==> config.mk <==
export PLATFORM = sky130hd
export DESIGN_NAME = btn_cmd
export DESIGN_NICKNAME = d
export VERILOG_FILES = /design/src/rtl/btn_cmd.sv
export SDC_FILE = /design/constraint.sdc
export NUM_CORES = 1
export LEC_CHECK = 0
export BUFFER_PORTS_ARGS = -buffer_cell sky130_fd_sc_hd__buf_2
export CAP_MARGIN = 20
export CORE_MARGIN = 1.5
export CORE_UTILIZATION = 28
export DETAILED_ROUTE_END_ITERATION = 10
export HOLD_SLACK_MARGIN = 0.03
export SLEW_MARGIN = 20
export SYNTH_ARGS = -nofsm -noshare
export SYNTH_HDL_FRONTEND = slang
export SYNTH_SLANG_ARGS = --single-unit
==> constraint.sdc <==
create_clock -name clk -period 2.71 [get_ports clk]
set_input_delay 0.4065 -clock clk [delete_from_list [all_inputs] [get_ports clk]]
set_output_delay 0.4065 -clock clk [all_outputs]
set_load 0.1 [all_outputs]
==> src/rtl/btn_cmd.sv <==
// Button input conditioning: 2-flop sync, per-bit debounce, press detect, move-code handshake.
// Optional auto-repeat while a single button stays held: define BTN_REPEAT_EN.
module btn_cmd #(
    parameter int DB_CYCLES     = 4,
    parameter int DB_W          = 8,
    parameter int REPEAT_CYCLES = 8
) (
    input  logic       clk,
    input  logic       rst_n,
    input  logic [4:0] btn,
    input  logic       ack,
    output logic       valid,
    output logic [2:0] code,
    output logic [4:0] db_btn
);

    localparam logic [1:0] S_IDLE = 2'd0;
    localparam logic [1:0] S_PEND = 2'd1;
    localparam logic [1:0] S_REL  = 2'd2;

    localparam logic [DB_W-1:0] DB_LAST = DB_W'(DB_CYCLES - 1);

    logic [4:0]           sync1_q, sync2_q;
    logic [4:0][DB_W-1:0] cnt_q, cnt_d;
    logic [4:0]           db_q, db_d;
    logic [4:0]           db_dly_q;
    logic [4:0]           press;
    logic [2:0]           press_code;
    logic [1:0]           state_q, state_d;
    logic [2:0]           code_q, code_d;

    always_ff @(posedge clk or negedge rst_n) begin
        if (!rst_n) begin
            sync1_q  <= '0;
            sync2_q  <= '0;
            cnt_q    <= '0;
            db_q     <= '0;
            db_dly_q <= '0;
            state_q  <= S_IDLE;
            code_q   <= '0;
        end else begin
            sync1_q  <= btn;
            sync2_q  <= sync1_q;
            cnt_q    <= cnt_d;
            db_q     <= db_d;
            db_dly_q <= db_q;
            state_q  <= state_d;
            code_q   <= code_d;
        end
    end

    // The counter measures how long sync has disagreed with the debounced level.
    always_comb begin
        cnt_d = cnt_q;
        db_d  = db_q;
        for (int i = 0; i < 5; i++) begin
            if (sync2_q[i] == db_q[i]) begin
                cnt_d[i] = '0;
            end else if (cnt_q[i] == DB_LAST) begin
                db_d[i]  = ~db_q[i];
                cnt_d[i] = '0;
            end else begin
                cnt_d[i] = cnt_q[i] + 1'b1;
            end
        end
    end

    assign press = db_q & ~db_dly_q;

    always_comb begin
        press_code = 3'd0;
        if (press[4])      press_code = 3'd5;
        else if (press[0]) press_code = 3'd1;
        else if (press[1]) press_code = 3'd2;
        else if (press[2]) press_code = 3'd3;
        else if (press[3]) press_code = 3'd4;
    end

`ifdef BTN_REPEAT_EN
    localparam int RPT_W = $clog2(REPEAT_CYCLES + 1);
    localparam logic [RPT_W-1:0] RPT_LAST = RPT_W'(REPEAT_CYCLES - 1);

    logic [RPT_W-1:0] rpt_cnt_q, rpt_cnt_d;
    logic             rpt_dis_q, rpt_dis_d;
    logic             rpt_hit;

    always_ff @(posedge clk or negedge rst_n) begin
        if (!rst_n) begin
            rpt_cnt_q <= '0;
            rpt_dis_q <= 1'b0;
        end else begin
            rpt_cnt_q <= rpt_cnt_d;
            rpt_dis_q <= rpt_dis_d;
        end
    end

    // code_q is never 0 while in REL, so the shift is always in range.
    assign rpt_hit = (db_q == (5'd1 << (code_q - 3'd1)));
`else
    logic unused_rpt;
    assign unused_rpt = (REPEAT_CYCLES > 0);
`endif

    always_comb begin
        state_d = state_q;
        code_d  = code_q;
`ifdef BTN_REPEAT_EN
        rpt_cnt_d = rpt_cnt_q;
        rpt_dis_d = rpt_dis_q;
`endif
        case (state_q)
            S_IDLE: begin
                if (press != '0) begin
                    code_d  = press_code;
                    state_d = S_PEND;
                end
            end
            S_PEND: begin
                if (ack) begin
                    state_d = (db_q == '0) ? S_IDLE : S_REL;
`ifdef BTN_REPEAT_EN
                    rpt_cnt_d = '0;
                    rpt_dis_d = 1'b0;
`endif
                end
            end
            S_REL: begin
                if (db_q == '0) begin
                    state_d = S_IDLE;
`ifdef BTN_REPEAT_EN
                end else if (!rpt_dis_q && rpt_hit) begin
                    if (rpt_cnt_q == RPT_LAST) begin
                        rpt_cnt_d = '0;
                        state_d   = S_PEND;
                    end else begin
                        rpt_cnt_d = rpt_cnt_q + 1'b1;
                    end
                end else begin
                    rpt_cnt_d = '0;
                    rpt_dis_d = 1'b1;
`endif
                end
            end
            default: state_d = S_IDLE;
        endcase
    end

    assign valid  = (state_q == S_PEND);
    assign code   = code_q;
    assign db_btn = db_q;

endmodule

### Word-level counts from Yosys, hierarchy flattened

Cells that the tools add are included.
Widths: inputs -> output; s select.

| cells by class | value |
|---|---|
| $add $sub $neg | 5 |
| multiply operators | 0 |
| divide/modulo/power cells | 0 |
| order comparisons | 0 |
| equality and inequality tests | 15 |
| shift-type cells | 0 |
| mux-type cells | 20 |
| bitwise gates (word level) | 12 |
| reduce and logical (&&, ||, !) cells | 10 |

Operators by type and width:

| operator | number |
|---|---|
| $mux 8 | 10 |
| $add 8x1->8 const B | 5 |
| $eq 8x2->1 const B | 5 |
| $mux 3 | 5 |
| $reduce_and 2->1 | 6 |
| $not 1->1 | 10 |
| $mux 2 | 4 |
| $ne 2x2->1 const B | 3 |
| $pmux 2 s3 | 1 |
| $and 5x5->5 | 1 |
| $eq 1x1->1 | 5 |
| $logic_not 5->1 | 1 |
| $not 5->5 | 1 |
| $reduce_bool 5->1 | 1 |
| $reduce_and 3->1 | 1 |
| $eq 2x1->1 const B | 1 |
| $eq 2x2->1 const B | 1 |
| $logic_not 2->1 | 1 |

| word-level totals | value |
|---|---|
| flip-flop bits (word level) | 65 |
| bits in latches | 0 |
| RAM bits | 0 |
| ROM bits | 0 |
| input port bits | 8 |
| output and inout port bits | 9 |
| word-level logic and storage cells | 77 |
| memories | 0 |

### Depth between registers and ports, before layout

| depth | value |
|---|---|
| word-level depth | 7 |
| mapped depth | 5 |
| depth with buffers taken out | 5 |

### Worst setup path after synthesis

No wires, ideal clock.

| timing path | value |
|---|---|
| kind | register -> output |
| start point | register state_q[0] |
| end point | output valid |
| data arrival time | 1.751 ns |
| data required time | 2.304 ns |
| slack | 0.553 ns |
| stages on the path, launching flop included | 2 |
| path buffers | 0 |
| cell sequence | dfrtp_1 nor2b_1 |

| on the way | value |
|---|---|
| cells in the longest elaborated chain, start to end | 1 |

Ends and longest elaborated chain:

| what | line | RTL |
|---|---|---|
| start, declared | 29 | `logic [1:0] state_q, state_d;` |
| start signal, assigned | 47 | `state_q <= state_d;` |
| $eq 2x1->1 | 148 | `assign valid = (state_q == S_PEND);` |
| end, declared | 12 | `output logic valid,` |

Every way passes these cells.

### Worst setup path in the final report

Ends and elaborated chain as after synthesis.

==> key figures <==
Synthesis
  • Seq/Total Area, Yosys: 60.1%
  • Cell area after synthesis: 2710 um^2
  • Synth top area share: 60.1%
  • Post-synthesis cell type count: 29
  • List of most frequent post-synthesis cells: dfrtp_1 (65), nor2_1 (39), xor2_1 (23), nand3_1 (20), nand2_1 (16)
  • Synth Warn #: 0
  • Synthesized area per cell: 11.3 um^2
  • Yosys reg bits: 65
  • Synth top area cells: dfrtp_1 (60%), xor2_1 (7.4%), nor2_1 (5.4%), xnor2_1 (3.9%), nand3_1 (3.7%)
  • Async SR Flop Fraction: 100%
  • Cells after Synth: 239
  • Largest area contributor in the netlist: dfrtp_1
  • Net Count, Synth: 252
  • Post-synth EDFFs: 0
  • Count leader, synth: dfrtp_1
  • Synth Flop Type: dfrtp_1

Timing
  • Slew @ Worst Pin: 0.740 ns
  • Slew Viols, Final: 0
  • Clock period minus worst slack: 1.77 ns
  • Period utilization: 65.1%
  • RSZ-0062 raised after global routing: no
  • Fmax: 566 MHz
  • Post-Route Setup TNS: 0 ns
  • Worst Setup Slack, final: 0.945 ns
  • Slew Limit Headroom: 50.7%
  • Fin. Hold Viols: 0
  • Skew final: 0.00854 ns
  • # setup viols final: 0

Power and ir drop
  • Maximum VDD drop: 0.480 mV
  • Power Density: 1060 nW/um^2
  • Comb power frac: 35.5%
  • Switching Share: 41.6%
  • Cell Int Power: 1.96 mW
  • Sequential power share: 40.9%
  • Clock network fraction of design power: 23.6%
  • Sw power: 1.40 mW
  • Pleak: 1.41 nW

Die
  • DIE WIDTH: 101 um
  • Initial Utilization: 29.0%
  • Core Area: 9330 um^2
  • Die Y: 101 um
  • Die area: 10300 um^2
  • Row cnt: 35
  • Io pins: 17

Global routing
  • Initial antenna violation count: 0
  • GRT Residual Overflow: 0
  • All-Layer GR Usage: 10.0%
  • Largest net degree at the start of global routing: 34
  • Vias in the first global route: 1735
  • First-pass GRT wire length: 7730 um

Min path
  • Hold Path Class: in -> async

Placed design
  • PortBufs: 16
  • Detail Placement HPWL: 3130 um
  • Routability cong.: 0.828
  • Post-Place Worst Slack: 1.25 ns
  • Cells after DPL: 385

Routing
  • DRT antenna net count: 0
  • Routed Wire Length: 4360 um
  • Iter 0 DRT Violations: 71
  • DR vias: 1729
  • Pre-Repair DR Iteration Count: 4
  • Residual DRC count: 0
  • WL/cell: 10.9 um
  • Vias per inst: 4.31

Final layout
  • Final Net Count: 280
  • Antenna Cells: 0
  • Layout cell share with drive strength beyond 1: 15.1%
  • Layout Cells excl Fill: 401
  • Fill cells: 948
  • Area growth syn-to-layout: 16.6%

Clock network
  • CTS tree: yes
  • Root Driver: clkbuf_8
  • TritonCTS Buffers: 9
  • Post CTS Setup Buffer Count: 0
  • Clock slew at reported path FFs: 0.07 ns
  • Clock latency at the later pin of the worst-skew pair: 0.34 ns
  • Clock Tree Buf Depth: 2
  • Hold buffer count at cts: 0
  • H-tree Lvls: 3
  • Cells resized by post-CTS repair: 0
  • Clk sinks: 65

Run status
  • Status: completed

Critical path
  • Critical Path AT: 1.36 ns
  • Crit-path cells: nor2b_1 -> buf_2
  • Critical-path top delay cell: buf_2
  • CP max FO: 6
  • Crit end category: output pin
  • CP Class: reg -> out
  • Max stage delay on crit path: 0.44 ns
  • Crit path launch type: flip-flop
  • CP Data Required Time: 2.30 ns

Job
  • Max-Cap Viols: 0
==> routing by layer <==
| layer | GRT usage [%] | part of all wire [%] | wire length (um) | up-vias |
|---|---|---|---|---|
| met1 | 12.4 | 48 | 2090 | 836 |
| met5 | 0 | 0 | 0 | - |
| met2 | 15.4 | 47 | 2050 | 23 |
| met4 | 6.94 | 1.8 | 80 | 0 |
| met3 | 2.55 | 3.3 | 143 | 9 |
| li1 | - | - | - | 861 |
==> cells by family after synthesis <==
kind of cell,count (synthesis),share of synthesized area (%)
simple gates,113,20.5
flops,65,60.1
fa+ha+maj,5,2.31
mux,6,2.50
xor+xnor,35,11.3
compound gates,12,2.91
buf+inv,3,0.416
==> critical path: cells and delay by family (launching register included) <==
family | cells | cell delay, ns
buffers and inverters | 1 | 0.44
flip-flops | 1 | 0.41
AND/OR/NAND/NOR | 1 | 0.17
==> state kept, by name (all words and copies together) (netlist names) <==
register,flops
sync1_q,5
db_btn,5
state_q,2
code,3
sync2_q,5
db_dly_q,5
cnt_q,40
==> final timing paths <==
check,to,from,depth (start not counted),slack (ns)
max,valid,state_q[0],2,0.94
min,cnt_q[30],rst_n,1,0.13
max reg2reg,code[0],db_btn[2],4,1.27
min reg2reg,sync2_q[4],sync1_q[4],0,0.34
max in group asynchronous,cnt_q[15],rst_n,2,1.95
min in group clk,sync1_q[3],btn[3],1,0.17
==> cells in the final DEF, fill, tap and decap left out, types with 2 or more instances in the layout <==
cell type,instances
a21oi_1,3
nor4b_1,5
o21ai_0,3
clkbuf_8,10
dfrtp_1,65
nand2_1,16
or3_1,2
ha_1,5
and2_1,3
and3_1,8
xnor2_1,12
clkbuf_1,3
mux2_2,6
nor2_1,39
nand3_1,20
nor3b_1,2
nor2b_1,3
buf_2,16
nor3_1,11
clkinv_2,2
inv_1,2
xor2_1,23
==> cell type report <==
type / instances / area [um^2] / area share [%]
clock buffer: 13 / 149 / 4.71
clock inverter: 3 / 40.0 / 1.27
timing repair buffer: 17 / 100 / 3.17
inverter: 3 / 11.3 / 0.357
multi-input combinational: 171 / 1070 / 33.9
tap: 129 / 161 / 5.11
sequential: 65 / 1630 / 51.5
==> power by group through the flow <==
stage	clock [mW]	combinational, mW	sequential, mW
6_report	0.792	1.19	1.37
5_1_grt	0.865	1.30	1.41
4_1_cts	0.833	1.21	1.38
3_5_place_dp	0	1.21	1.40
3_3_place_gp	0	1.20	1.39
2_1_floorplan	0	0.569	1.78
==> stage by stage <==
step | hold slack (ns) | area (um^2) | total power, mW | utilization [%]
4_1_cts | 0.143 | 3160 | 3.43 | 33.9
6_report | 0.130 | 3160 | 3.36 | 33.9
3_3_place_gp | 0.332 | 2970 | 2.59 | 31.8
2_1_floorplan | 0.111 | 2710 | 2.35 | -
3_5_place_dp | 0.335 | 2970 | 2.61 | 31.8
5_1_grt | 0.158 | 3160 | 3.58 | 33.9
Power figures use the tool's default switching activity.
